## src/rtl/ppam_mac_accum_if.sv

```systemverilog
// Stream bundle for ppam_mac_accum: product beats in, one frame result out.
// The master side feeds products and consumes results; the slave side is the
// accumulate stage itself.
interface ppam_mac_accum_if #(
    parameter int ACC_W = 24,
    parameter int LEN_W = 8
);
    logic             in_valid;
    logic             in_ready;
    logic [15:0]      in_prod;
    logic             in_last;
    logic             out_valid;
    logic             out_ready;
    logic [ACC_W-1:0] out_sum;
    logic             out_sat;
    logic [LEN_W-1:0] out_count;

    modport master (
        output in_valid, in_prod, in_last, out_ready,
        input  in_ready, out_valid, out_sum, out_sat, out_count
    );

    modport slave (
        input  in_valid, in_prod, in_last, out_ready,
        output in_ready, out_valid, out_sum, out_sat, out_count
    );
endinterface

```

## src/rtl/ppam_mac_accum.sv

```systemverilog
// Saturating per-frame accumulator for the 16-bit products of the approximate
// Dadda multiplier. Sums beats until in_last, then publishes sum, beat count
// and a sticky saturation flag through a single registered output slot.
module ppam_mac_accum #(
    parameter int ACC_W = 24,
    parameter int LEN_W = 8
) (
    input  logic            clk,
    input  logic            rst,
    ppam_mac_accum_if.slave bus
);
    typedef enum logic {
        IDLE  = 1'b0,
        ACCUM = 1'b1
    } state_t;

    state_t           r_state;
    state_t           w_state_nxt;
    logic [ACC_W-1:0] r_acc;
    logic [ACC_W-1:0] w_acc_nxt;
    logic [LEN_W-1:0] r_cnt;
    logic [LEN_W-1:0] w_cnt_nxt;
    logic             r_sat;
    logic             w_sat_nxt;

    logic             r_out_valid;
    logic [ACC_W-1:0] r_out_sum;
    logic             r_out_sat;
    logic [LEN_W-1:0] r_out_count;

    logic             w_ready;
    logic             w_accept;
    logic             w_load;
    logic             w_ovf;
    logic [ACC_W-1:0] w_nsum;
    logic             w_nsat;
    logic [LEN_W-1:0] w_ncnt;

    // Adds one zero-extended product at ACC_W+1 bits; the top bit of the
    // result flags overflow, in which case the sum is clamped to all ones.
    function automatic logic [ACC_W:0] sat_add(input logic [ACC_W-1:0] acc,
                                               input logic [15:0]      prod);
        logic [ACC_W:0] sum;
        sum = {1'b0, acc} + {{(ACC_W-15){1'b0}}, prod};
        if (sum[ACC_W]) begin
            return {1'b1, {ACC_W{1'b1}}};
        end
        return {1'b0, sum[ACC_W-1:0]};
    endfunction

    // Beat counter that sticks at its maximum instead of wrapping.
    function automatic logic [LEN_W-1:0] sat_inc(input logic [LEN_W-1:0] cnt);
        if (&cnt) begin
            return cnt;
        end
        return cnt + LEN_W'(1);
    endfunction

    // The slot can take a new result when it is empty or being drained now.
    assign w_ready  = !r_out_valid || bus.out_ready;
    assign w_accept = bus.in_valid && w_ready;

    assign {w_ovf, w_nsum} = sat_add(r_acc, bus.in_prod);
    assign w_nsat          = w_ovf || r_sat;
    assign w_ncnt          = sat_inc(r_cnt);

    assign bus.in_ready  = w_ready;
    assign bus.out_valid = r_out_valid;
    assign bus.out_sum   = r_out_sum;
    assign bus.out_sat   = r_out_sat;
    assign bus.out_count = r_out_count;

    // Frame FSM and accumulator state register.
    always_ff @(posedge clk) begin
        if (rst) begin
            r_state <= IDLE;
            r_acc   <= '0;
            r_cnt   <= '0;
            r_sat   <= 1'b0;
        end else begin
            r_state <= w_state_nxt;
            r_acc   <= w_acc_nxt;
            r_cnt   <= w_cnt_nxt;
            r_sat   <= w_sat_nxt;
        end
    end

    // Next-state logic: non-last beats accumulate, a last beat publishes the
    // running result and clears the accumulator for the following frame.
    always_comb begin
        w_state_nxt = r_state;
        w_acc_nxt   = r_acc;
        w_cnt_nxt   = r_cnt;
        w_sat_nxt   = r_sat;
        w_load      = 1'b0;
        case (r_state)
            IDLE: begin
                if (w_accept) begin
                    if (bus.in_last) begin
                        w_load = 1'b1;
                    end else begin
                        w_acc_nxt   = w_nsum;
                        w_cnt_nxt   = w_ncnt;
                        w_sat_nxt   = w_nsat;
                        w_state_nxt = ACCUM;
                    end
                end
            end
            ACCUM: begin
                if (w_accept) begin
                    if (bus.in_last) begin
                        w_load      = 1'b1;
                        w_acc_nxt   = '0;
                        w_cnt_nxt   = '0;
                        w_sat_nxt   = 1'b0;
                        w_state_nxt = IDLE;
                    end else begin
                        w_acc_nxt = w_nsum;
                        w_cnt_nxt = w_ncnt;
                        w_sat_nxt = w_nsat;
                    end
                end
            end
            default: begin
                w_state_nxt = IDLE;
            end
        endcase
    end

    // Output slot: a load wins over a drain in the same cycle, so a result
    // handed off and a new one arriving together never lose or repeat data.
    always_ff @(posedge clk) begin
        if (rst) begin
            r_out_valid <= 1'b0;
            r_out_sum   <= '0;
            r_out_sat   <= 1'b0;
            r_out_count <= '0;
        end else if (w_load) begin
            r_out_valid <= 1'b1;
            r_out_sum   <= w_nsum;
            r_out_sat   <= w_nsat;
            r_out_count <= w_ncnt;
        end else if (r_out_valid && bus.out_ready) begin
            r_out_valid <= 1'b0;
        end
    end
endmodule
```

## src/flat_wrapper.sv

```systemverilog
// flat-port wrapper written by rule: the top's interface ports become plain ports
module ppam_mac_accum_flat 
#(
    parameter int ACC_W = 24,
    parameter int LEN_W = 8
)
  (clk, rst, bus_in_valid, bus_in_prod, bus_in_last, bus_out_ready, bus_in_ready, bus_out_valid, bus_out_sum, bus_out_sat, bus_out_count);
  ppam_mac_accum_if #(.ACC_W(ACC_W), .LEN_W(LEN_W)) bus_i ();
  input  logic clk;
  input  logic rst;
  input wire logic [$bits(bus_i.in_valid)-1:0] bus_in_valid;
  input wire logic [$bits(bus_i.in_prod)-1:0] bus_in_prod;
  input wire logic [$bits(bus_i.in_last)-1:0] bus_in_last;
  input wire logic [$bits(bus_i.out_ready)-1:0] bus_out_ready;
  output wire logic [$bits(bus_i.in_ready)-1:0] bus_in_ready;
  output wire logic [$bits(bus_i.out_valid)-1:0] bus_out_valid;
  output wire logic [$bits(bus_i.out_sum)-1:0] bus_out_sum;
  output wire logic [$bits(bus_i.out_sat)-1:0] bus_out_sat;
  output wire logic [$bits(bus_i.out_count)-1:0] bus_out_count;
  assign bus_i.in_valid = bus_in_valid;
  assign bus_i.in_prod = bus_in_prod;
  assign bus_i.in_last = bus_in_last;
  assign bus_i.out_ready = bus_out_ready;
  assign bus_in_ready = bus_i.in_ready;
  assign bus_out_valid = bus_i.out_valid;
  assign bus_out_sum = bus_i.out_sum;
  assign bus_out_sat = bus_i.out_sat;
  assign bus_out_count = bus_i.out_count;
  ppam_mac_accum #(.ACC_W(ACC_W), .LEN_W(LEN_W)) u_core (.clk(clk), .rst(rst), .bus(bus_i));
endmodule
```

## config.mk

```make
export PLATFORM = sky130hd
export DESIGN_NAME = ppam_mac_accum_flat
export DESIGN_NICKNAME = d
export VERILOG_FILES = /design/src/rtl/ppam_mac_accum_if.sv /design/src/rtl/ppam_mac_accum.sv /design/src/flat_wrapper.sv
export SDC_FILE = /design/constraint.sdc
export NUM_CORES = 1
export LEC_CHECK = 0
export CAP_MARGIN = 10
export CORE_ASPECT_RATIO = 0.6
export CORE_MARGIN = 3
export CORE_UTILIZATION = 58
export DETAILED_ROUTE_END_ITERATION = 8
export PLACE_DENSITY = 0.85
export SYNTH_ARGS = -nofsm -noshare
export SYNTH_HDL_FRONTEND = slang
export SYNTH_SLANG_ARGS = --single-unit
```

## constraint.sdc

```tcl
create_clock -name clk -period 6.65 [get_ports clk]
set_input_delay 0.665 -clock clk [delete_from_list [all_inputs] [get_ports clk]]
set_output_delay 0.665 -clock clk [all_outputs]
set_load 0.005 [all_outputs]
```

==> impl_results.md, run 1 <==
* Status: completed
* Startpoint types: input port
* Total power at 927 µW
* Synth top area share at 0.379
* Initial core utilization at 0.621
* Total grt overflow at 0
* Post-synthesis sequential area ratio at 0.379
* Routed WL per cell at 16.5 µm
* Non-filler cells, final at 572
* Initial antenna violation count at 0
* Critical Path AT at 3940 ps
* # diodes at 0
* Die area at 0.00720 mm²
* Slew Limit Fails at 0
* Most numerous cell in the Yosys netlist: dfxtp_1
* CTS root buffer: clkbuf_8
* Chip width at 108 µm
* Core box area at 0.00578 mm²
* Top_reg_cell synth: dfxtp_1
* WP data required at 6890 ps
* Mapped Cells at 440
* Worst vdd ir at 0.154 mV
* PortBufs at 55
* Gp weighted congestion at 0.985
* Cell Rows at 21
* DR vias/cell at 5.83
* Number of flops mapped to enable cells by yosys at 0
* CTS clk-pin slew, worst paths at 70 ps
* Endpoints failing hold at 0
* Gr usage total at 0.271
* Antenna-violating nets left at 0
* # IOs at 56
* Yosys warning total at 0
* Post-DP HPWL at 6.78 mm
* CTS tree: yes
* Pwr per Cell Area at 214 mW/mm²
* Synth top area cells: dfxtp_1 38%, nor2_1 6.8%, ha_1 5.9%, a211oi_1 5.4%, a21oi_1 5.3%
* Cts repair resizes at 0
* Fmax at 0.270 GHz
* Routed via count at 3336
* Largest net degree at the start of global routing at 53
* Final wirelength at 9.44 mm
* Via count of the first global-routing pass at 3090
* H-Tree Depth at 3
* Area of the multi-input gates at 0.00209 mm²
* Clock Skews at 6.07 ps
* Clock sinks at 68
* Detailed Route Iter0 Violations at 270
* Setup-failing EPs final at 0
* CP max FO at 24
* Hold/Removal Path Class: reg -> reg
* Detailed-router iteration count before antenna repair at 5
* Minimum clock period at 3710 ps
* Final Util at 0.750
* Clock Path Buffers at 2
* Leading area contributor after synthesis: dfxtp_1
* Static leakage at 0.00166 µW
* Final nets at 527
* # DRC at 0
* FF+latch count, synth at 68
* Seq. cell area at 0.00136 mm²
* Placed Cells at 557
* Filler cell count at 449
* Mapped Area at 0.00359 mm²
* Unique masters post-synth at 51
* Worst-margin pin slew at 1110 ps
* Share of layout cells above drive strength 1 at 0.0569
* Final setup TNS at 0 ps
* Die Y at 67.0 µm
* Total CTS buffers at 9
* Clk_lat worst skew at 340 ps
* Max transition margin at 0.255
* # hold bufs at CTS at 0
* Max-Cap Viols at 0
* Post-CTS setup buffer count at 0
* Syn Area/Cell at 8.16 µm²
* Worst Setup Path Type: in -> reg
* Fraction of registers with async set/reset at 0
* Unrepaired setup endpoints after global routing: false
* Crit end category: flip-flop
* Period Utilization, post-route at 0.558
* Synth Net Count at 479
* Commonest cells post-synth: 68 x dfxtp_1, 65 x nor2_1, 47 x nand2_1
* Global-route wire length before repair at 15.2 mm
* Area Overhead vs Synth at 20.6%
power breakdown:
group,total [µW],switching [µW],internal [µW]
registers,442,13.3,429
logic,187,104,83.7
clock network,297,145,153
total,927,262,665
worst paths after layout:
kind	start	slack, ps	cells after the start	endpoint
max	bus_in_prod[0]	2940	10	u_core.bus.out_sum[19]
min	u_core.bus.out_count[7]	460	2	u_core.bus.out_count[7]
max reg2reg	u_core.r_acc[0]	3350	9	u_core.bus.out_sum[19]
min reg2reg	u_core.bus.out_count[7]	460	2	u_core.bus.out_count[7]
per-stage QoR:
stage	hold WS, ps	instance area [µm²]	setup WS (ps)
floorplan	420	3590	3770
global placement	437	4160	2830
detailed placement	450	4160	2680
CTS	460	4330	3000
global route	484	4330	2760
finish	457	4330	2940
cells in the final DEF, fill, tap and decap left out, types with 2 or more instances in the layout:
cell type and count:
clkbuf_1 2, clkdlybuf4s50_1 55, a211oi_1 26, a311oi_1 6, o21ai_1 5, o21ai_0 26
nor3_1 7, a21o_1 4, clkbuf_8 11, or3_1 3, nand2b_1 5, nand3_1 8
nor2b_1 3, o2bb2ai_1 6, and2_1 5, ha_1 17, and3_1 10, a21boi_0 3
nand4_1 2, a21oi_1 38, nor3_2 3, inv_1 10, o211a_1 2, o22ai_1 2
clkinv_2 2, o211ai_1 2, xor2_1 9, dfxtp_1 68, buf_4 3, nor2_1 64
o21a_1 3, nand2_1 47, xnor2_1 13, nor2_4 2
flip-flops by register name, indices dropped and copies added, names as in the netlist, named ones only:
register	count
u_core.bus.out_valid	1
u_core.bus.out_sat	1
u_core.r_acc	24
u_core.r_sat	1
u_core.bus.out_sum	24
u_core.r_cnt	8
u_core.bus.out_count	8
routing by layer:
| metal | part of all wire | vias to the layer above | track usage |
|---|---|---|---|
| met3 | 0.088 | 15 | 0.0736 |
| li1 | - | 1662 | - |
| met5 | 0 | - | 0 |
| met2 | 0.41 | 142 | 0.393 |
| met1 | 0.49 | 1517 | 0.395 |
| met4 | 0.011 | 0 | 0.0677 |
kinds of logic after synthesis:
logic type               count (synthesis)  synth area share
AO/OA/AOI/OAI                          138             0.254
adder cells (fa/ha/maj)                 18            0.0648
multiplexers                             2           0.00592
AND/OR/NAND/NOR                        161             0.202
flip-flops                              68             0.379
XOR/XNOR                                22            0.0536
buffers and inverters                   31            0.0408
layout make-up:
class / count / area share
multi-input cells: 341 / 0.483
flip-flops and latches: 68 / 0.314
repair buffers: 58 / 0.132
clock buffers: 13 / 0.0367
well taps: 80 / 0.0231
inverters: 10 / 0.00866
clock inverters: 2 / 0.00231
critical path, stage by stage:
cell	delay [ps]
clkdlybuf4s50_1	460
ha_1	190
fa_1	230
a21o_1	160
a221o_1	230
a21oi_2	110
o31ai_4	490
and3_1	940
nor2_4	170
a211oi_1	290
Power figures use the tool's default switching activity.
==> run 2, diff against run 1 <==
--- a/config.mk
+++ b/config.mk
@@ -8,9 +8,9 @@
 export CAP_MARGIN = 10
 export CORE_ASPECT_RATIO = 0.6
 export CORE_MARGIN = 3
-export CORE_UTILIZATION = 58
+export CORE_UTILIZATION = 49
 export DETAILED_ROUTE_END_ITERATION = 8
-export PLACE_DENSITY = 0.85
+export PLACE_DENSITY = 0.77
 export SYNTH_ARGS = -nofsm -noshare
 export SYNTH_HDL_FRONTEND = slang
 export SYNTH_SLANG_ARGS = --single-unit
==> constraint.sdc (replaced) <==
create_clock -name clk -period 3.21 [get_ports clk]
set_input_delay 0.321 -clock clk [delete_from_list [all_inputs] [get_ports clk]]
set_output_delay 0.321 -clock clk [all_outputs]
set_load 0.005 [all_outputs]
==> run 2 against run 1 <==
  * Total power rose by 140%
  * Global-route usage is 3.0 points lower
  * Sequential share of layout area is 1.3 points lower
  * Routed wire length rose by 2.1%
  * Clock power grew to 3.2 times the previous value
  * Count of clock-buffer cells in the layout increased by 1
  * Clock skew rose by 1.1 ps
  * Via count grew 3.7%
  * Final area increased by 4.4%
  * Register-to-register slack worse by 2800 ps
  * Combinational power up 110%
  * Hold slack lost 8.2 ps
  * Highest routed layer unchanged
==> impl_results.md, run 2 (synthesis gave the netlist of run 1 again) <==
* Status: completed
* # IOs at 56 (unchanged)
* CTS clk-pin slew, worst paths at 50 ps (-20 ps)
* # DRC at 0 (unchanged)
* Post-CTS setup buffer count at 0 (unchanged)
* Endpoints failing hold at 0 (unchanged)
* Gp weighted congestion at 0.910 (-7.6%)
* Antenna-violating nets left at 0 (unchanged)
* Crit-path slowest cell: clkdlybuf4s50_1
* Total grt overflow at 0 (unchanged)
* Design area at 0.00452 mm² (+4.4%)
* CTS root buffer: clkbuf_16
* Share of layout cells above drive strength 1 at 0.0741 (+0.0172)
* # diodes at 0 (unchanged)
* Most used routing layer: met1
* Pwr per Cell Area at 501 mW/mm² (+130%)
* Final wirelength at 9.64 mm (+2.1%)
* Crit end category: flip-flop
* Total CTS buffers at 9 (unchanged)
* Met1 usage at 0.347 (-0.0485)
* Core box area at 0.00688 mm² (+19%)
* Setup-failing EPs final at 0 (unchanged)
* Via count of the first global-routing pass at 3228 (+4.5%)
* Die area at 0.00843 mm² (+17%)
* FF-to-FF setup slack at 520 ps (-2830 ps)
* Commonest non-fill, non-tap cell in the layout: dfxtp_1
* CTS tree: yes
* Worst reg2reg path startpoint: u_core.r_acc[0]
* Largest net degree at the start of global routing at 41 (-23%)
* M2 GR Usage at 0.341 (-0.0523)
* Hold Crit Depth at 2 (unchanged)
* Reg-to-reg critical path endpoint: u_core.bus.out_sum[18]
* Global-route wire length before repair at 15.8 mm (+3.9%)
* CP Depth at 11 (+1)
* Most frequent cells in the layout: 68 x dfxtp_1, 64 x nor2_1, 54 x clkdlybuf4s50_1
* Clock Path Buffers at 2 (unchanged)
* CP max FO at 13 (-46%)
* Clock sinks at 68 (unchanged)
* Max-Cap Viols at 0 (unchanged)
* Detailed-router iteration count before antenna repair at 5 (unchanged)
* Static leakage at 0.00176 µW (+5.7%)
* PortBufs at 55 (unchanged)
* Critical path's top delay family: compound AO/OA/AOI/OAI gates
* Slew Limit Fails at 0 (unchanged)
* Post-DP HPWL at 6.83 mm (+0.81%)
* # hold bufs at CTS at 0 (unchanged)
* Area Overhead vs Synth at 25.9%
* Met3 Use GR at 0.0692 (-0.00441)
* Crit path buf inv count at 2 (+1)
* Startpoint types: input port
* Minimum clock period at 2780 ps
* Unrepaired setup endpoints after global routing: false
* Cell Rows at 23 (+9.5%)
* Crit path from: bus_in_prod[0]
* Worst-margin pin slew at 729 ps (-384 ps)
* R2R cell count at 10 (+1)
* Worst path cell trace: clkdlybuf4s50_1, ha_1, fa_1, a21o_1, a221o_1, a21oi_2, o31ai_4, buf_4, and3_1, xnor2_1, a211oi_1
* Routed via count at 3460 (+3.7%)
* DR vias/cell at 5.90 (+1.2%)
* Worst vdd ir at 0.263 mV (+70%)
* Routed WL per cell at 16.4 µm (-0.30%)
* Initial core utilization at 0.522 (-0.0991)
* CP endpoint: u_core.bus.out_sum[18]
* Final setup TNS at 0 ps (unchanged)
* WP data required at 3460 ps (-3430 ps)
* Area of placed instances at 0.00423 mm² (+1.7%)
* WHS at 449 ps (-8.18 ps)
* Detailed Route Iter0 Violations at 296 (+9.6%)
* H-Tree Depth at 3 (unchanged)
* Final nets at 534 (+1.3%)
* Worst Setup Path Type: in -> reg
* Critical Path AT at 3030 ps (-910 ps)
* Fmax at 0.359 GHz
* Chip width at 117 µm (+8.3%)
* Die Y at 72.3 µm (+8.0%)
* Period Utilization, post-route at 0.867
* CP max stage delay at 410 ps (-530 ps)
* Initial antenna violation count at 0 (unchanged)
* Clock Skews at 7.19 ps (+1.12 ps)
* Gr usage total at 0.242 (-0.0296)
* Hold/Removal Path Class: reg -> reg
* Clk_lat worst skew at 340 ps (about the same)
* Max transition margin at 0.514 (+0.259)
* Cts repair resizes at 0 (unchanged)
==> run 2: area by class of cell <==
| cell class | instances | area (µm²) |
|---|---|---|
| multi-input combinational | 341 | 2090 |
| fill | 591 | 2360 |
| clock buffer | 14 | 284 |
| clock inverter | 1 | 5.00 |
| timing repair buffer | 65 | 633 |
| sequential | 68 | 1360 |
| inverter | 10 | 37.5 |
| tap | 87 | 109 |
==> run 2: worst min-delay path: stages (launching register included) <==
cell and delay, ps:
dfxtp_1 300, nand2_1 50, a21oi_1 50
==> run 2: power breakdown <==
part           internal (µW)  leakage, µW  switching (µW)
clock network            602     0.000145             352
logic                    179      0.00106             218
registers                889     0.000555            25.8
total                   1670      0.00176             595
==> run 2: metal layers <==
metal | wire (µm) | share of wire
met1 | 4690 | 0.49
met2 | 4000 | 0.42
met3 | 796 | 0.083
met4 | 151 | 0.016
met5 | 0 | 0
==> run 2: metrics by stage <==
step | worst slack (ps) | utilization | total power [µW] | instances
2_1_floorplan | 676 | - | 1170 | 440
3_3_place_gp | 196 | 0.615 | 1310 | 571
3_5_place_dp | 81.4 | 0.615 | 1320 | 571
4_1_cts | 442 | 0.657 | 2270 | 586
5_1_grt | 311 | 0.657 | 2360 | 586
6_report | 428 | 0.657 | 2260 | 586
==> run 2: worst min path at each step <==
stage / startpoint / endpoint / slack, ps
after detailed placement: u_core.bus.out_count[0] / u_core.bus.out_count[0] / 450
after global placement: u_core.r_acc[0] / u_core.r_acc[0] / 440
after CTS: u_core.bus.out_count[0] / u_core.bus.out_count[0] / 450
final: u_core.bus.out_count[0] / u_core.bus.out_count[0] / 450
after floorplan: u_core.r_acc[11] / u_core.r_acc[11] / 420
after global routing: u_core.r_acc[2] / u_core.r_acc[2] / 480
